--- config.mk ---
export PLATFORM = sky130hd
export DESIGN_NAME = gray_counter
export DESIGN_NICKNAME = d
export VERILOG_FILES = /design/src/rtl/gray_counter.sv
export SDC_FILE = /design/constraint.sdc
export NUM_CORES = 1
export LEC_CHECK = 0
export ABC_AREA = 1
export BUFFER_PORTS_ARGS = -buffer_cell sky130_fd_sc_hd__buf_4
export CORE_MARGIN = 4
export CORE_UTILIZATION = 30
export CTS_CLUSTER_SIZE = 14
export DETAILED_ROUTE_END_ITERATION = 10
export PLACE_DENSITY_LB_ADDON = 0.15
export SYNTH_ARGS = -nofsm -noshare
export SYNTH_HDL_FRONTEND = slang
export SYNTH_SLANG_ARGS = --single-unit
--- constraint.sdc ---
create_clock -name clk -period 3.7 [get_ports clk]
set_input_delay 0.185 -clock clk [delete_from_list [all_inputs] [get_ports clk]]
set_output_delay 0.185 -clock clk [all_outputs]
set_load 0.005 [all_outputs]
--- src/rtl/gray_counter.sv ---
// Loadable up/down binary counter with registered Gray-code output, optional
// saturation and a one-cycle wrap pulse. Usable as a Gray FIFO pointer source.
module gray_counter #(
  parameter int unsigned WIDTH    = 5,
  parameter bit          SATURATE = 1'b0
) (
  input  logic             clk,
  input  logic             rst_n,
  input  logic             en,
  input  logic             up,
  input  logic             load,
  input  logic [WIDTH-1:0] load_val,
  output logic [WIDTH-1:0] gray,
  output logic [WIDTH-1:0] binary,
  output logic             wrap
);

  localparam logic [WIDTH-1:0] MAX_VAL = {WIDTH{1'b1}};
  localparam logic [WIDTH-1:0] ONE     = WIDTH'(1);

  logic [WIDTH-1:0] next_bin_c;
  logic             next_wrap_c;
  logic             at_max_c;
  logic             at_zero_c;

  assign at_max_c  = (binary == MAX_VAL);
  assign at_zero_c = (binary == '0);

  // Next count: load beats count, count beats hold; ends either wrap or stick.
  always_comb begin
    next_bin_c  = binary;
    next_wrap_c = 1'b0;
    if (load) begin
      next_bin_c = load_val;
    end else if (en && up) begin
      if (at_max_c) begin
        if (!SATURATE) begin
          next_bin_c  = '0;
          next_wrap_c = 1'b1;
        end
      end else begin
        next_bin_c = binary + ONE;
      end
    end else if (en) begin
      if (at_zero_c) begin
        if (!SATURATE) begin
          next_bin_c  = MAX_VAL;
          next_wrap_c = 1'b1;
        end
      end else begin
        next_bin_c = binary - ONE;
      end
    end
  end

  // Binary and Gray registers update together so they always describe one count.
  always_ff @(posedge clk or negedge rst_n) begin
    if (!rst_n) begin
      binary <= '0;
      gray   <= '0;
      wrap   <= 1'b0;
    end else begin
      binary <= next_bin_c;
      gray   <= next_bin_c ^ (next_bin_c >> 1);
      wrap   <= next_wrap_c;
    end
  end

endmodule

**Yosys cells after proc, flatten, opt, wreduce, memory -nomap -nowiden**

Index checks and enable logic that the tools add are counted.

- Register bits after elaboration: 11
- Output and inout port bits: 11
- Logic and storage cells: 19
- Input port bits: 10

- Reduce and logical (&&, ||, !) cells: 2
- Bitwise logic cells: 1
- Equal/unequal tests: 1
- Multiplexer cells: 10
- Add/sub/neg operators: 2

Operators by type and width:

| kind | count |
|---|---|
| $mux W5 | 5 |
| $add A5 B1 Y5 const B | 1 |
| $eq A5 B5 Y1 const B | 1 |
| $logic_not A5 Y1 | 1 |
| $mux W1 | 5 |
| $sub A5 B1 Y5 const B | 1 |
| $xor A5 B4 Y5 | 1 |
| $logic_and A1 B1 Y1 | 1 |

**Logic depth before layout (Yosys ltp)**

- Word-level depth: 6
- Gate-level depth with buffers: 13
- Depth with buffers taken out: 13

**Worst setup path before layout**

Ideal clock, no wire load.

- Path type: flip-flop to flip-flop
- Start: register binary[0]
- End: register gray[2]
- Buffers on the path: 0
- Clock period less this slack: 1.645 ns
- Stages on the path, launching flop included: 12
- Library setup time: 0.117 ns
- Required time: 3.583 ns
- Path slack: 2.055 ns
- Data arrival time: 1.528 ns
- Path through: dfrtp_1 ha_1 nand2_1 nor2_1 ha_1 inv_1 o21ai_1 nand3b_1 nand2_1 inv_1 nand2_1 nand2_1

- Longest elaborated chain between the ends: 6
- Elaborated cells on any way between the ends: 10
- Those cells by class: add/sub (2); eq/ne (1); mux (5); bitwise (1); reduce/logical (1)

RTL lines:

| element | RTL line | RTL |
|---|---|---|
| from (decl) | 14 | `output logic [WIDTH-1:0] binary,` |
| from (signal assigned) | 63 | `binary <= next_bin_c;` |
| $sub A5 B1 Y5 / $logic_not A5 Y1 (equally long branches) | 51, 27 |  |
| $mux W5 | 45 | `if (at_zero_c) begin` |
| $mux W5 | 44 | `end else if (en) begin` |
| $mux W5 (*) | 35 | `end else if (en && up) begin` |
| $mux W5 (*) | 33 | `if (load) begin` |
| net next_bin_c[2] | 21 | `logic [WIDTH-1:0] next_bin_c;` |
| $xor A5 B4 Y5 (*) | 64 | `gray <= next_bin_c ^ (next_bin_c >> 1);` |
| to (signal assigned) | 64 |  |
| to (decl) | 13 | `output logic [WIDTH-1:0] gray,` |

Mark *: on every way through the listed nets, which the timed path passes. The rest lies on a longest branch.

**Worst setup path in the final report**

- Start: register binary[0]
- End: register gray[1]

The elaborated chain is that of the path after synthesis.

==> impl_metrics.tcl <==
set metrics [dict create \
    detail-route-antenna-nets 0 \
    die_h_um 56.11 \
    syn_to_final_growth_pct 29.91 \
    cp.required_ps 3860 \
    antenna_found_initial 0 \
    grt_max_degree 11 \
    hpwl_um 1257 \
    rsz0062_at_grt "no" \
    wirelength_um 1541 \
    drc 0 \
    maxCapViolCount 0 \
    fin_crit_sh 0.4879 \
    core_area_mm2 0.002212 \
    arrival_ps 1960 \
    instances_no_fill 147 \
    setup_tns_ps 0 \
    num-fill-cells 243 \
    via_count 668 \
    setup_viol 0 \
    clock_sinks 10 \
    dieArea_mm2 0.003148 \
    rows 17 \
    clock_skew_ps 4.066 \
    root_buffer "clkbuf_4" \
    cts_tree "built" \
    cts_buffers 3 \
    track_usage 0.1084 \
    grt_pass1_wl_um 2711 \
    end_kind "flop" \
    overflow 0 \
    worstMarginPinSlew_ps 279.7 \
    insertion_delay_ps 260 \
    syn-mean-instance-area_um2 7.159 \
    num-nets-final 133 \
    start_kind "flop" \
    relSlewSlack 0.8135 \
    finalCriticalPeriod_ps 1805 \
    drtIter0Drc 15 \
    pin_count 21 \
    htreeDepth 1 \
    utilization 0.4078 \
    viasPerCell 4.544 \
    wl_per_cell_um 10.48 \
    synth_area_um2 694.4 \
    syn_nets 110 \
    power_mw 0.3440 \
    peakVddDrop_v 0.0002746 \
    die_w_um 56.11 \
    drive_gt1_frac 0.3361 \
    yosys_warnings 0 \
    critPathKind "reg -> reg" \
    yosysUniqueCellTypes 21 \
    ys_seq_area_frac 0.3604 \
    start_util 0.3139 \
    ctsResizeCount 0 \
    cts_buffer_depth 2 \
    num_antenna_cells 0 \
    power.density_mw_per_mm2 381.3 \
    p_leak_nw 0.4842 \
    worst_hold_path_type "in -> reg" \
    synth_cells 97 \
    fmax_ghz 0.5539 \
    synth_seq_cells 10 \
    status "finished clean" \
    dp_cells 142 \
    globalplace.congestion 0.8195 \
    report.final.slew_viol_count 0 \
    crit_fanout 8 \
    finalHoldViolCount 0 \
    drtPass1Iterations 4 \
    grt_pass1_vias 602 \
    holdWs_ps 167.7 \
    path_clk_slew_ps 70 \
    port-buffer-count 20 \
]
## worst paths after layout
path | start | cells past startpoint | to | slack (ps)
max in group asynchronous | rst_n | 2 | binary[0] | 3280
setup reg to reg | binary[0] | 11 | gray[1] | 1890
min in group asynchronous | rst_n | 2 | gray[3] | 280
setup / recovery | binary[0] | 11 | gray[1] | 1890
hold / removal | load_val[4] | 3 | binary[4] | 170
hold reg to reg | binary[4] | 4 | binary[4] | 730
## where the power goes
group          internal [mW]  switching [mW]  leakage [nW]  total, mW
clock                 0.0597          0.0368        0.0210     0.0965
combinational         0.0515          0.0563         0.342      0.108
sequential             0.124          0.0153         0.121      0.140
## registers in the layout, indices dropped and copies added, names as in the netlist
signal and cells:
binary 5, gray 4, wrap 1
## timing repair
action / 4_1_cts / 5_1_grt
buffers inserted: 0 / 0
hold endpoints to repair: 10 / 0
hold buffers: 1 / 0
## cell families after synthesis
| family | Yosys count | share of synthesized area |
|---|---|---|
| simple gates | 61 | 0.4306 |
| flops | 10 | 0.3604 |
| fa+ha+maj | 3 | 0.05406 |
| compound gates | 7 | 0.05043 |
| buf+inv | 16 | 0.1045 |
## layout by cell type, fill, tap and decap left out, drive strengths merged
cell and instances:
clkinv 1, inv 12, o21ai 4, buf 20, nand3b 1, nor2 9, clkbuf 4, ha 3
a21oi 3, dfrtp 10, nand2 37, dlygate4sd3 1, nand4 3, nand3 11
## Yosys cell counts
library cell | instances | area, um^2
a21oi_1 | 3 | 15.01
nor2_4 | 1 | 11.26
nand2_4 | 2 | 22.52
ha_1 | 3 | 37.54
nand3b_1 | 1 | 7.510
nor2_1 | 7 | 26.28
nand3_1 | 10 | 50.05
nor2_2 | 1 | 6.260
o21ai_1 | 3 | 15.01
clkinv_1 | 1 | 3.750
nand2_2 | 6 | 37.54
nand3_2 | 1 | 10.01
dfrtp_1 | 10 | 250.2
inv_2 | 5 | 18.77
inv_1 | 7 | 26.28
nand2_1 | 29 | 108.9
o21ai_0 | 1 | 5.000
nand4_1 | 3 | 18.77
buf_2 | 1 | 5.000
buf_6 | 1 | 11.26
buf_4 | 1 | 7.510
## metrics by stage
step | worst slack, ps | cell area (um^2)
after floorplan | 2055 | 694.4
after global placement | 1971 | 855.8
after detailed placement | 1923 | 855.8
after CTS | 1907 | 902.1
after global routing | 1713 | 902.1
final | 1895 | 902.1
## critical path: stages (launching register included)
cell and delay (ps):
dfrtp_1 470, ha_1 250, nand2_1 90, nor2_1 50, ha_1 190, inv_1 120
o21ai_1 80, nand3b_1 150, nand2_1 120, inv_1 70, nand2_1 60, nand2_1 40
## per-layer routing
metal  vias to the layer above  GRT usage  wire [um]
li1                        349          -          -
met5                         -          0          0
met4                         0    0.02034          0
met1                       297     0.1332        662
met2                        22     0.1803        780
met3                         0    0.04176         98
## final cells by class
class                   instances  area (um^2)  share of cell area
well taps                      28        35.03             0.03883
clock buffers                   4        36.28             0.04022
multi-input cells              71        371.6              0.4119
flip-flops and latches         10        250.2              0.2774
inverters                      13        48.80             0.05409
repair buffers                 21        160.2              0.1775
Power figures use the tool's default switching activity.
